`src/rtl/s181703_gcd_pkg.sv`:
```
// Shared types and width derivations for the parametrised binary-GCD engine.
// Optional cycle counter is enabled by defining S181703_GCD_CYCLES_EN.
package s181703_gcd_pkg;

  typedef enum logic [1:0] {
    IDLE   = 2'd0,
    STRIP  = 2'd1,
    REDUCE = 2'd2,
    DONE   = 2'd3
  } gcd_state_e;

  // Per-cycle datapath actions; at most one is asserted in any cycle.
  typedef struct packed {
    logic load;
    logic strip;
    logic shr_a;
    logic shr_b;
    logic sub_ab;
    logic sub_ba;
  } gcd_ctrl_t;

  // Worst-case number of edges from an accepted start until done rises.
  function automatic int gcd_bound(input int width);
    return 4 * width + 2;
  endfunction

  function automatic int cw_of(input int width);
    return $clog2(gcd_bound(width) + 1);
  endfunction

  function automatic int kw_of(input int width);
    return $clog2(width + 1);
  endfunction

endpackage

```
`src/rtl/s181703_gcdn_if.sv`:
```
// Request/result handshake bundle between the operand source and the GCD engine.
// The cycles signal exists only when S181703_GCD_CYCLES_EN is defined.
interface s181703_gcdn_if
  import s181703_gcd_pkg::*;
#(
  parameter int WIDTH = 32
);

  logic             start;
  logic [WIDTH-1:0] x_in;
  logic [WIDTH-1:0] y_in;
  logic             gcd_done;
  logic             busy;
  logic             done;
  logic [WIDTH-1:0] gcd_out;
  logic             zero_err;
`ifdef S181703_GCD_CYCLES_EN
  localparam int CW = cw_of(WIDTH);
  logic [CW-1:0]    cycles;
`endif

  modport master (
    output start, x_in, y_in, gcd_done,
    input  busy, done, gcd_out, zero_err
`ifdef S181703_GCD_CYCLES_EN
    , input cycles
`endif
  );

  modport slave (
    input  start, x_in, y_in, gcd_done,
    output busy, done, gcd_out, zero_err
`ifdef S181703_GCD_CYCLES_EN
    , output cycles
`endif
  );

endinterface

```
`src/rtl/s181703_gcdn_dp.sv`:
```
// Stein-algorithm datapath: a/b operand registers, shared power-of-two count k,
// and the compare/subtract/shift network steered by the FSM's control word.
module s181703_gcdn_dp
  import s181703_gcd_pkg::*;
#(
  parameter int WIDTH = 32
) (
  input  logic             wireclk,
  input  logic             resetn,
  input  gcd_ctrl_t        i_ctrl,
  input  logic [WIDTH-1:0] i_x,
  input  logic [WIDTH-1:0] i_y,
  output logic             o_a_even,
  output logic             o_b_even,
  output logic             o_a_eq_b,
  output logic             o_a_gt_b,
  output logic [WIDTH-1:0] o_result
);

  localparam int KW = kw_of(WIDTH);

  logic [WIDTH-1:0] r_a;
  logic [WIDTH-1:0] r_b;
  logic [KW-1:0]    r_k;

  // NOTE: state registers use non-blocking assignments so every register
  // samples the pre-edge values, independent of statement order.
  always_ff @(posedge wireclk or negedge resetn) begin
    if (!resetn) begin
      r_a <= '0;
      r_b <= '0;
      r_k <= '0;
    end else if (i_ctrl.load) begin
      r_a <= i_x;
      r_b <= i_y;
      r_k <= '0;
    end else if (i_ctrl.strip) begin
      r_a <= r_a >> 1;
      r_b <= r_b >> 1;
      r_k <= r_k + KW'(1);
    end else if (i_ctrl.shr_a) begin
      r_a <= r_a >> 1;
    end else if (i_ctrl.shr_b) begin
      r_b <= r_b >> 1;
    end else if (i_ctrl.sub_ab) begin
      r_a <= r_a - r_b;
    end else if (i_ctrl.sub_ba) begin
      r_b <= r_b - r_a;
    end
  end

  assign o_a_even = ~r_a[0];
  assign o_b_even = ~r_b[0];
  assign o_a_eq_b = (r_a == r_b);
  assign o_a_gt_b = (r_a > r_b);
  // The true gcd fits in WIDTH bits, so restoring the common factor cannot overflow.
  assign o_result = r_a << r_k;

endmodule

```
`src/rtl/s181703_gcdn.sv`:
```
// Top of the WIDTH-bit binary GCD engine: FSM, start/done/gcd_done handshake,
// registered result flags; S181703_GCD_CYCLES_EN adds an iteration counter.
module s181703_gcdn
  import s181703_gcd_pkg::*;
#(
  parameter int WIDTH = 32,
  parameter int CW    = cw_of(WIDTH)
) (
  input  logic         wireclk,
  input  logic         resetn,
  s181703_gcdn_if.slave bus
);

  if (WIDTH < 2) begin : g_bad_width
    $error("s181703_gcdn: WIDTH must be at least 2");
  end
  if (CW != cw_of(WIDTH)) begin : g_bad_cw
    $error("s181703_gcdn: CW is derived from WIDTH and must not be overridden");
  end

  gcd_state_e       r_state;
  gcd_state_e       w_state_nx;
  gcd_ctrl_t        w_ctrl;
  logic             w_accept;
  logic             w_res_ld;
  logic [WIDTH-1:0] w_res_val;
  logic             w_zero_nx;

  logic             w_a_even;
  logic             w_b_even;
  logic             w_a_eq_b;
  logic             w_a_gt_b;
  logic [WIDTH-1:0] w_result;

  logic             r_done;
  logic [WIDTH-1:0] r_gcd_out;
  logic             r_zero_err;

  s181703_gcdn_dp #(
    .WIDTH (WIDTH)
  ) u_dp (
    .wireclk  (wireclk),
    .resetn   (resetn),
    .i_ctrl   (w_ctrl),
    .i_x      (bus.x_in),
    .i_y      (bus.y_in),
    .o_a_even (w_a_even),
    .o_b_even (w_b_even),
    .o_a_eq_b (w_a_eq_b),
    .o_a_gt_b (w_a_gt_b),
    .o_result (w_result)
  );

  always_ff @(posedge wireclk or negedge resetn) begin
    if (!resetn) r_state <= IDLE;
    else         r_state <= w_state_nx;
  end

  // NOTE: every signal written here gets a default first, so no path through
  // the case statement can leave one unassigned and infer a latch.
  always_comb begin
    w_state_nx = r_state;
    w_ctrl     = '0;
    w_accept   = 1'b0;
    w_res_ld   = 1'b0;
    w_res_val  = '0;
    w_zero_nx  = 1'b0;
    case (r_state)
      IDLE: begin
        if (bus.start) begin
          w_accept    = 1'b1;
          w_ctrl.load = 1'b1;
          if (bus.x_in == '0 || bus.y_in == '0) begin
            w_state_nx = DONE;
            w_res_ld   = 1'b1;
            w_res_val  = bus.x_in | bus.y_in;
            w_zero_nx  = (bus.x_in == '0) && (bus.y_in == '0);
          end else begin
            w_state_nx = STRIP;
          end
        end
      end
      STRIP: begin
        if (w_a_even && w_b_even) w_ctrl.strip = 1'b1;
        else                      w_state_nx   = REDUCE;
      end
      REDUCE: begin
        if (w_a_even)      w_ctrl.shr_a = 1'b1;
        else if (w_b_even) w_ctrl.shr_b = 1'b1;
        else if (w_a_eq_b) begin
          w_state_nx = DONE;
          w_res_ld   = 1'b1;
          w_res_val  = w_result;
        end
        else if (w_a_gt_b) w_ctrl.sub_ab = 1'b1;
        else               w_ctrl.sub_ba = 1'b1;
      end
      DONE: begin
        if (bus.gcd_done) w_state_nx = IDLE;
      end
      default: w_state_nx = IDLE;
    endcase
  end

  // Result and flags change only on the DONE entry edge; done tracks the state.
  always_ff @(posedge wireclk or negedge resetn) begin
    if (!resetn) begin
      r_done     <= 1'b0;
      r_gcd_out  <= '0;
      r_zero_err <= 1'b0;
    end else begin
      r_done <= (w_state_nx == DONE);
      if (w_res_ld) begin
        r_gcd_out  <= w_res_val;
        r_zero_err <= w_zero_nx;
      end
    end
  end

  assign bus.busy     = (r_state != IDLE);
  assign bus.done     = r_done;
  assign bus.gcd_out  = r_gcd_out;
  assign bus.zero_err = r_zero_err;

`ifdef S181703_GCD_CYCLES_EN
  logic [CW-1:0] r_cycles;

  always_ff @(posedge wireclk or negedge resetn) begin
    if (!resetn)                                  r_cycles <= '0;
    else if (w_accept)                            r_cycles <= '0;
    else if (r_state == STRIP || r_state == REDUCE) r_cycles <= r_cycles + CW'(1);
  end

  assign bus.cycles = r_cycles;
`else
  logic w_unused_accept;
  assign w_unused_accept = w_accept;
`endif

endmodule

```
`src/flat_wrapper.sv`:
```
// flat-port wrapper written by rule: the top's interface ports become plain ports
module s181703_gcdn_flat import s181703_gcd_pkg::*;
#(
  parameter int WIDTH = 32,
  parameter int CW    = cw_of(WIDTH)
)
  (wireclk, resetn, bus_start, bus_x_in, bus_y_in, bus_gcd_done, bus_busy, bus_done, bus_gcd_out, bus_zero_err);
  s181703_gcdn_if #(.WIDTH(WIDTH)) bus_i ();
  input  logic wireclk;
  input  logic resetn;
  input wire logic [$bits(bus_i.start)-1:0] bus_start;
  input wire logic [$bits(bus_i.x_in)-1:0] bus_x_in;
  input wire logic [$bits(bus_i.y_in)-1:0] bus_y_in;
  input wire logic [$bits(bus_i.gcd_done)-1:0] bus_gcd_done;
  output wire logic [$bits(bus_i.busy)-1:0] bus_busy;
  output wire logic [$bits(bus_i.done)-1:0] bus_done;
  output wire logic [$bits(bus_i.gcd_out)-1:0] bus_gcd_out;
  output wire logic [$bits(bus_i.zero_err)-1:0] bus_zero_err;
  assign bus_i.start = bus_start;
  assign bus_i.x_in = bus_x_in;
  assign bus_i.y_in = bus_y_in;
  assign bus_i.gcd_done = bus_gcd_done;
  assign bus_busy = bus_i.busy;
  assign bus_done = bus_i.done;
  assign bus_gcd_out = bus_i.gcd_out;
  assign bus_zero_err = bus_i.zero_err;
  s181703_gcdn #(.WIDTH(WIDTH), .CW(CW)) u_core (.wireclk(wireclk), .resetn(resetn), .bus(bus_i));
endmodule
```
`config.mk`:
```
export PLATFORM = sky130hd
export DESIGN_NAME = s181703_gcdn_flat
export DESIGN_NICKNAME = d
export VERILOG_FILES = /design/src/rtl/s181703_gcd_pkg.sv /design/src/rtl/s181703_gcdn_if.sv /design/src/rtl/s181703_gcdn_dp.sv /design/src/rtl/s181703_gcdn.sv /design/src/flat_wrapper.sv
export SDC_FILE = /design/constraint.sdc
export NUM_CORES = 1
export LEC_CHECK = 0
export ABC_CLOCK_PERIOD_IN_PS = 3500
export BUFFER_PORTS_ARGS = -buffer_cell sky130_fd_sc_hd__buf_4
export CORE_MARGIN = 5
export CORE_UTILIZATION = 44
export DETAILED_ROUTE_END_ITERATION = 8
export PLACE_DENSITY = 0.69
export SLEW_MARGIN = 25
export SYNTH_ARGS = -nofsm -noshare
export SYNTH_HDL_FRONTEND = slang
export SYNTH_SLANG_ARGS = --single-unit
```
`constraint.sdc`:
```
create_clock -name wireclk -period 3.5 [get_ports wireclk]
set_clock_uncertainty 0.15 [all_clocks]
set_input_delay 0.35 -clock wireclk [delete_from_list [all_inputs] [get_ports wireclk]]
set_output_delay 0.35 -clock wireclk [all_outputs]
set_load 0.005 [all_outputs]
```
## Yosys cells after proc, flatten, opt, wreduce, memory -nomap -nowiden

Cells that the tools add are included.
W data, S select, Z words.

| word-level totals | value |
|---|---|
| word-level logic and storage cells | 83 |
| register bits | 106 |
| output and inout port bits | 35 |

| cells by class | value |
|---|---|
| equality and inequality tests | 8 |
| shift operators | 1 |
| bitwise logic cells | 3 |
| add/sub/neg operators | 3 |
| reduce and logical (&&, ||, !) cells | 12 |
| multiplexer cells | 48 |
| $lt $le $gt $ge | 1 |

Operators by type and width:

| cell | count |
|---|---|
| $mux W32 | 16 |
| $logic_not A32 Y1 | 2 |
| $pmux W32 S2 | 1 |
| $sub A32 B32 Y32 | 2 |
| $eq A32 B32 Y1 | 1 |
| $gt A32 B32 Y1 | 1 |
| $or A32 B32 Y32 | 1 |
| $shl A32 B6 Y32 | 1 |
| $mux W2 | 9 |
| $mux W1 | 16 |
| $mux W6 | 2 |
| $ne A4 B1 Y1 const B | 2 |
| $pmux W2 S4 | 1 |
| $reduce_bool A4 Y1 | 2 |
| $add A6 B1 Y6 const B | 1 |
| $eq A2 B2 Y1 const B | 3 |
| $mux W4 | 1 |
| $reduce_bool A2 Y1 | 2 |
| $mux W3 | 1 |
| $ne A3 B1 Y1 const B | 1 |
| $reduce_and A3 Y1 | 1 |
| $eq A2 B1 Y1 const B | 1 |
| $logic_and A1 B1 Y1 | 2 |
| $logic_not A2 Y1 | 1 |
| other kinds (4) | 5 |

## Longest topological paths before layout

Gate-level depths: netlist (run 1).

| depth | value |
|---|---|
| depth in word-level cells | 12 |
| mapped depth | 14 |

## Cells and area by module

Synthesis (run 1) repeated with hierarchy kept, for this count alone.

| unflattened totals | value |
|---|---|
| cell total of the unflattened synthesis | 1444 |
| area, all modules | 11310.8 um^2 |

By module, submodules not included:

| module | instances | area an instance (um^2) | cells an instance |
|---|---|---|---|
| s181703_gcdn_dp | 1 | 9183.8 | 1215 |
| s181703_gcdn | 1 | 2127.0 | 229 |

## Worst setup path before layout (run 1)

Ideal clock, no wire load.

| path | value |
|---|---|
| path kind | reg-to-reg |
| from | reg u_core.u_dp.r_a[0] |
| to | reg u_core.u_dp.r_b[25] |
| stages on the path, launching flop included | 14 |
| setup slack | 0.484 ns |
| arrival | 2.740 ns |
| buffers on the path | 1 |
| clock period less this slack | 3.016 ns |
| path through | dfrtp_1 -> inv_1 -> ha_1 -> fa_1 -> nor2b_1 -> o211ai_2 -> a31oi_2 -> o211ai_2 -> a21oi_2 -> o22a_1 -> o21a_2 -> buf_6 -> nor2_1 -> a221o_1 |

| between the ends | value |
|---|---|
| longest elaborated chain between the ends | 8 |

Ends and longest elaborated chain:

| item | line | RTL |
|---|---|---|
| start: declaration | s181703_gcdn_dp.sv:22 | `logic [WIDTH-1:0] r_a;` |
| start signal: assignment | s181703_gcdn_dp.sv:34 | `r_a <= i_x;` |
| start signal: assignment | s181703_gcdn_dp.sv:38 | `r_a <= r_a >> 1;` |
| start signal: assignment | s181703_gcdn_dp.sv:42 | `r_a <= r_a >> 1;` |
| $gt A32 B32 Y1 | s181703_gcdn_dp.sv:55 | `assign o_a_gt_b = (r_a > r_b);` |
| $mux W1 | s181703_gcdn.sv:95 | `else if (w_a_gt_b) w_ctrl.sub_ab = 1'b1;` |
| $mux W2 | s181703_gcdn.sv:90 | `else if (w_a_eq_b) begin` |
| $mux W2 | s181703_gcdn.sv:89 | `else if (w_b_even) w_ctrl.shr_b = 1'b1;` |
| $mux W3 | s181703_gcdn.sv:88 | `if (w_a_even) w_ctrl.shr_a = 1'b1;` |
| $mux W4 | s181703_gcdn.sv:68 | `case (r_state)` |
| $ne A4 B1 Y1 (no line) / $reduce_bool A4 Y1 (equally long branches) | - |  |
| $reduce_and A3 Y1 (no line) | - |  |
| end signal: assignment | s181703_gcdn_dp.sv:39 | `r_b <= r_b >> 1;` |
| end signal: assignment | s181703_gcdn_dp.sv:44 | `r_b <= r_b >> 1;` |
| end signal: assignment | s181703_gcdn_dp.sv:48 | `r_b <= r_b - r_a;` |
| end: declaration | s181703_gcdn_dp.sv:23 | `logic [WIDTH-1:0] r_b;` |

Several ways; a longest one is shown, not always the timed one. The select of a mux whose other input is x is not followed.
A chain may end at the register's enable or synchronous reset.

## Worst setup path after layout (run 1)

| path | value |
|---|---|
| from | reg u_core.u_dp.r_a[19] |
| to | reg u_core.u_dp.r_b[19] |

Same word-level chain as after synthesis.

==> flow_summary.toml, run 1 <==
[drt]
route.detailed.drc = 0
avgRoutedWirePerCell_um = 23.17
detail_route.vias_per_cell = 6.135
detail_route.first_pass.iterations = 6
vias = 11510
drt_iter0_drc = 1294
routed_wirelength_mm = 43.47
final_antenna_net_count = 0

[timing]
achievable-frequency_mhz = 290.9
finalCriticalPeriod_ns = 3.438
setup_repair_after_global_routing_missed_its_margin = "false"
setup_viol_count_final = 0
timing.slew.headroom_pct = 31.86
timing.final.hold_violations = 0
timing_worst_slew_pin_value_ns = 1.022
timing.hold.ws_ns = 0.04517
finalCritPeriodShare_pct = 98.23
timing_max_transition_violations_final = 0

[worst_hold_path]
hold_path.class = "in2reg"

[worst_setup_path]
critical_path.max_stage_delay_ns = 0.49
critPathTopFamily = "compound AO/OA/AOI/OAI gates"
critPathArrivalTime_ns = 3.55
data_required_time_at_the_worst_endpoint_ns = 3.61
crit_slowest_cell = "sky130_fd_sc_hd__dfrtp_1"
rrSetupSlack_ns = 0.06
crit_path_cell_trace = "inv_1 -> ha_1 -> a21oi_1 -> o21ai_1 -> a221oi_2 -> o21a_2 -> a21oi_2 -> o22a_1 -> o21a_2 -> buf_12 -> buf_4 -> a211oi_1 -> a21oi_1"
worst-path-buf-inv = 3
critical_path.startpoint_type = "register"
cp-end-kind = "register"
critical_path_peak_fanout = 17
timing_worst_setup_path_type = "reg2reg"

[placed_design]
gp_routability_congestion = 1.026
hpwl_mm = 35.29
port_buffers = 102
placement.cell_area_um2 = 12460

[yosys]
count_of_cell_types_in_the_netlist = 80
postSynthAreaPerCell_um2 = 7.650
yosys_warnings = 0
synth_ff_type = "sky130_fd_sc_hd__dfrtp_1"
post-synth-top-area-fraction_pct = 24.49
syn-num-nets = 1552
synthArstFlopShare_pct = 100.0
synthDominantAreaCellType = "sky130_fd_sc_hd__dfrtp_1"
gate_count_post_synth = 1416
synth.area.top_cells = "sky130_fd_sc_hd__dfrtp_1 24%, sky130_fd_sc_hd__ha_1 7.6%, sky130_fd_sc_hd__a21oi_1 7.1%"
synth.yosys.seq_area_share_pct = 24.49
synth_area_um2 = 10830
synth-seq-cells = 106
synth_edf_count = 0

[final_layout]
area_delta_synth_final_pct = 18.20
ant_diodes = 0
postLayoutCellArea_um2 = 12800
mostFrequentLayoutCells = "211 x sky130_fd_sc_hd__buf_4, 154 x sky130_fd_sc_hd__a21oi_1, 154 x sky130_fd_sc_hd__nand2_1, 154 x sky130_fd_sc_hd__nor2_1, 105 x sky130_fd_sc_hd__o21ai_0"
postLayoutCoreUtil_pct = 52.81
final_common_cell = "sky130_fd_sc_hd__buf_4"
layout-drive-gt1-share_pct = 19.46
design.final.nets = 1683

[status]
run_status = "completed"

[clock_tree]
cts-root-buf = "sky130_fd_sc_hd__clkbuf_16"
cts_buffers = 9
clk_lat_worst_skew_ns = 0.37
clock_tree.htree_level_count = 3
cts.reportedPaths.clkPinSlew_ns = 0.09
cts.path.max_buffers = 2
cts_tree = "yes"
numClockSinks = 106

[global_routing]
grt_overflow = 0
number_of_global_route_vias_before_repair = 11060
groute.usage.overall_pct = 30.15
antenna_found_initial = 1
largest_net_degree_at_the_start_of_global_routing = 53
grt_pass1_wl_mm = 65.62

[floorplan]
floorplan.core_area_um2 = 24250
die-height_um = 166.9
die_w_um = 166.9
fp-row-count = 57
ioPinCount = 103
initial_core_util_pct = 44.67
die_area_um2 = 27860

[run]
cap_viol_max_count = 0
[worst register-to-register path, stage by stage, from the launching register on]
cell and delay (ns):
sky130_fd_sc_hd__dfrtp_1 0.49, sky130_fd_sc_hd__inv_1 0.18, sky130_fd_sc_hd__ha_1 0.42, sky130_fd_sc_hd__a21oi_1 0.20, sky130_fd_sc_hd__o21ai_1 0.15, sky130_fd_sc_hd__a221oi_2 0.33, sky130_fd_sc_hd__o21a_2 0.25, sky130_fd_sc_hd__a21oi_2 0.09
sky130_fd_sc_hd__o22a_1 0.20, sky130_fd_sc_hd__o21a_2 0.27, sky130_fd_sc_hd__buf_12 0.18, sky130_fd_sc_hd__buf_4 0.14, sky130_fd_sc_hd__a211oi_1 0.21, sky130_fd_sc_hd__a21oi_1 0.07
[layer usage]
layer  wire length, µm  up-vias  share of wire [%]  GRT usage [%]
met1             18030     5414                 41          42.12
met5                14        -              0.032              0
met4              2013        2                4.6          13.77
met2             19030      634                 44          45.23
met3              4391      114                 10          5.783
li1                  -     5345                  -              -
[flip-flops by register name (all words and copies together) (netlist names)]
| signal | cells |
|---|---|
| u_core.bus.done | 1 |
| u_core.bus.gcd_out | 32 |
| u_core.bus.zero_err | 1 |
| u_core.r_state | 2 |
| u_core.u_dp.r_a | 32 |
| u_core.u_dp.r_b | 32 |
| u_core.u_dp.r_k | 6 |
[cell usage after synthesis (21+ instances only)]
master,count
sky130_fd_sc_hd__a21o_1,43
sky130_fd_sc_hd__mux4_2,22
sky130_fd_sc_hd__a21oi_1,154
sky130_fd_sc_hd__clkbuf_1,52
sky130_fd_sc_hd__a211oi_1,23
sky130_fd_sc_hd__buf_2,22
sky130_fd_sc_hd__o21ai_0,106
sky130_fd_sc_hd__xnor2_1,34
sky130_fd_sc_hd__inv_1,85
sky130_fd_sc_hd__nand2_1,154
sky130_fd_sc_hd__dfrtp_1,106
sky130_fd_sc_hd__ha_1,66
sky130_fd_sc_hd__nor4_1,21
sky130_fd_sc_hd__o21ai_1,34
sky130_fd_sc_hd__o211ai_1,39
sky130_fd_sc_hd__nor2_1,155
sky130_fd_sc_hd__mux2i_1,24
[cell type report]
type                       count  area [µm²]
clock buffer                  10       229.0
clock inverter                 6       57.56
fill                        2369       11440
inverter                      86       322.8
multi-input combinational   1124        7381
sequential                   106        2655
tap                          324       405.4
timing repair buffer         220        1754
[cell families after synthesis]
| kind of cell | Yosys count | synth area share (%) |
|---|---|---|
| fa+ha+maj | 68 | 7.993 |
| xor+xnor | 51 | 4.123 |
| simple gates | 432 | 17.98 |
| compound gates | 519 | 30.23 |
| buf+inv | 186 | 7.565 |
| mux | 54 | 7.623 |
| flops | 106 | 24.49 |
[what timing repair did]
action / CTS / global route
hold buffers: 1 / 0
hold endpoints to repair: 20 / 0
resized for setup: 1 / 4
setup buffers: 0 / 4
pin swaps: 0 / 1
setup endpoints to repair: 3 / 41
[stage by stage]
stage / cells / setup WS (ns) / TNS [ns]
final: 1876 / 0.06183 / 0
after global routing: 1876 / 0.01321 / 0
after CTS: 1872 / 0.06996 / 0
after detailed placement: 1855 / -0.03176 / -0.04455
after global placement: 1855 / -0.03781 / -0.03888
after floorplan: 1416 / 0.4840 / 0
[worst paths after layout]
kind,from,to,depth (start not counted)
setup reg to reg,u_core.u_dp.r_a[19]$_DFFE_PN0P_,u_core.u_dp.r_b[19]$_DFFE_PN0P_,13
hold reg to reg,u_core.bus.zero_err$_DFFE_PN0P_,u_core.bus.zero_err$_DFFE_PN0P_,2
min in group asynchronous,resetn,u_core.bus.gcd_out[3]$_DFFE_PN0P_,2
max in group asynchronous,resetn,u_core.u_dp.r_k[1]$_DFFE_PN0N_,3
hold / removal,bus_gcd_done,u_core.r_state[1]$_DFF_PN0_,2
setup / recovery,u_core.u_dp.r_a[19]$_DFFE_PN0P_,u_core.u_dp.r_b[19]$_DFFE_PN0P_,13
Power of run 1 is left out: the tool's default activity adds up to more than one toggle a clock period on the data nets, which glitch-free logic cannot reach.
==> run 2, diff against run 1 <==
--- a/config.mk
+++ b/config.mk
@@ -10,7 +10,7 @@
 export CORE_MARGIN = 5
 export CORE_UTILIZATION = 44
 export DETAILED_ROUTE_END_ITERATION = 8
-export PLACE_DENSITY = 0.69
+export GPL_TIMING_DRIVEN = 1
 export SLEW_MARGIN = 25
 export SYNTH_ARGS = -nofsm -noshare
 export SYNTH_HDL_FRONTEND = slang
==> flow_summary.toml, run 2 (synthesis results as in run 1) <==
[final_layout]
ant_diodes = 0
finalNonFillerCells = 1881
design.final.nets = 1689
postLayoutCoreUtil_pct = 52.82
mostFrequentLayoutCells = "221 x sky130_fd_sc_hd__buf_4, 154 x sky130_fd_sc_hd__nand2_1, 154 x sky130_fd_sc_hd__nor2_1, 153 x sky130_fd_sc_hd__a21oi_1, 105 x sky130_fd_sc_hd__o21ai_0"
layout-drive-gt1-share_pct = 20.10
area_delta_synth_final_pct = 18.23
n_fill_cell = 2424
final_common_cell = "sky130_fd_sc_hd__buf_4"
postLayoutCellArea_um2 = 12810

[worst_setup_path]
timing_worst_setup_path_type = "reg2reg"
rrSetupSlack_ns = 0.12
critical_path.startpoint_type = "register"
critical_path_peak_fanout = 13
critPathArrivalTime_ns = 3.48
ff2ff_path_depth = 13
cp-end-kind = "register"
data_required_time_at_the_worst_endpoint_ns = 3.60

[worst_hold_path]
hold_path.class = "in2reg"
worstHoldPathCells = 2

[floorplan]
die_area_um2 = 27860
die_w_um = 166.9
fp-row-count = 57
ioPinCount = 103
floorplan.core_area_um2 = 24250
die-height_um = 166.9
initial_core_util_pct = 44.67

[clock_tree]
cts_buffers = 9
numClockSinks = 106
clock_tree.htree_level_count = 3
cts_tree = "yes"
clk_lat_worst_skew_ns = 0.37
cts.reportedPaths.clkPinSlew_ns = 0.08
cts.path.max_buffers = 2
cts-root-buf = "sky130_fd_sc_hd__clkbuf_16"
cts.repair_timing.setup_buffer_count = 0

[drt]
detail_route.first_pass.iterations = 8
avgRoutedWirePerCell_um = 23.86
route.detailed.drc = 0
drt_iter0_drc = 1325
final_antenna_net_count = 0
vias = 11470
routed_wirelength_mm = 44.88
detail_route.vias_per_cell = 6.096

[timing]
setup_viol_count_final = 0
setup_repair_after_global_routing_missed_its_margin = "true"
timing.final.hold_violations = 0
timing_max_transition_violations_final = 0
finalCritPeriodShare_pct = 96.48
timing.slew.headroom_pct = 40.19
finalCriticalPeriod_ns = 3.377
achievable-frequency_mhz = 296.1
timing_worst_slew_pin_value_ns = 0.8972
setup_tns_ns = 0

[global_routing]
largest_net_degree_at_the_start_of_global_routing = 64
grt_pass1_wl_mm = 68.68
antenna_found_initial = 0
groute.usage.overall_pct = 31.59
number_of_global_route_vias_before_repair = 10950
grt_overflow = 0

[placed_design]
hpwl_mm = 36.20
numPlacedInstances = 1864
placement.cell_area_um2 = 12470
gp_routability_congestion = 0.9673
port_buffers = 102

[status]
run_status = "completed"

[run]
cap_viol_max_count = 0
## run 2: timing repair
item | CTS | global route
hold buffers | 1 | 0
setup endpoints to repair | 5 | 52
gates cloned | 1 | 0
resized for setup | 1 | 10
pin swaps | 1 | 0
endpoints found under the hold margin | 39 | 0
## run 2: worst max-delay path, stage by stage (launching register included)
cell and delay (ns):
sky130_fd_sc_hd__dfrtp_1 0.50, sky130_fd_sc_hd__inv_1 0.15, sky130_fd_sc_hd__ha_1 0.39, sky130_fd_sc_hd__a21oi_1 0.21, sky130_fd_sc_hd__o21ai_1 0.16, sky130_fd_sc_hd__a221oi_2 0.32, sky130_fd_sc_hd__o21a_2 0.22, sky130_fd_sc_hd__a21oi_2 0.08
sky130_fd_sc_hd__o22a_1 0.20, sky130_fd_sc_hd__o21a_2 0.23, sky130_fd_sc_hd__buf_4 0.20, sky130_fd_sc_hd__buf_4 0.15, sky130_fd_sc_hd__a211oi_1 0.23, sky130_fd_sc_hd__a21oi_1 0.07
## run 2: final timing paths
| path | end | startpoint |
|---|---|---|
| worst max-delay path | u_core.u_dp.r_b[19]$_DFFE_PN0P_ | u_core.u_dp.r_a[19]$_DFFE_PN0P_ |
| worst min-delay path | u_core.r_state[1]$_DFF_PN0_ | bus_gcd_done |
| worst max register to register | u_core.u_dp.r_b[19]$_DFFE_PN0P_ | u_core.u_dp.r_a[19]$_DFFE_PN0P_ |
| worst min register to register | u_core.bus.zero_err$_DFFE_PN0P_ | u_core.bus.zero_err$_DFFE_PN0P_ |
| max in group asynchronous | u_core.u_dp.r_a[13]$_DFFE_PN0P_ | resetn |
| min in group asynchronous | u_core.bus.gcd_out[4]$_DFFE_PN0P_ | resetn |
## run 2: stage by stage
step / worst slack (ns) / hold WS (ns)
after floorplan: 0.4840 / -0.09559
after global placement: -0.06516 / 0.3070
after detailed placement: -0.02819 / 0.3222
after CTS: 0.04652 / 0.04874
after global routing: -0.006222 / 0.05203
final: 0.1232 / 0.05233
## run 2: cell type report
cell class / instances / area (µm²) / area share (%)
Sequential cell: 106 / 2658 / 20.75
Inverter: 86 / 322.8 / 2.521
Multi-Input combinational cell: 1125 / 7413 / 57.88
Tap cell: 324 / 405.4 / 3.165
Clock inverter: 6 / 53.80 / 0.4201
Timing Repair Buffer: 225 / 1729 / 13.50
Clock buffer: 9 / 225.2 / 1.758
## run 2: routing by layer
layer | GRT usage (%) | up-vias | share of wire, %
met3 | 4.622 | 79 | 8.2
met4 | 9.249 | 0 | 2.9
li1 | - | 5339 | -
met1 | 46.24 | 5494 | 44
met2 | 48.50 | 555 | 45
met5 | 0 | - | 0
Power of run 2 is left out for the same reason.
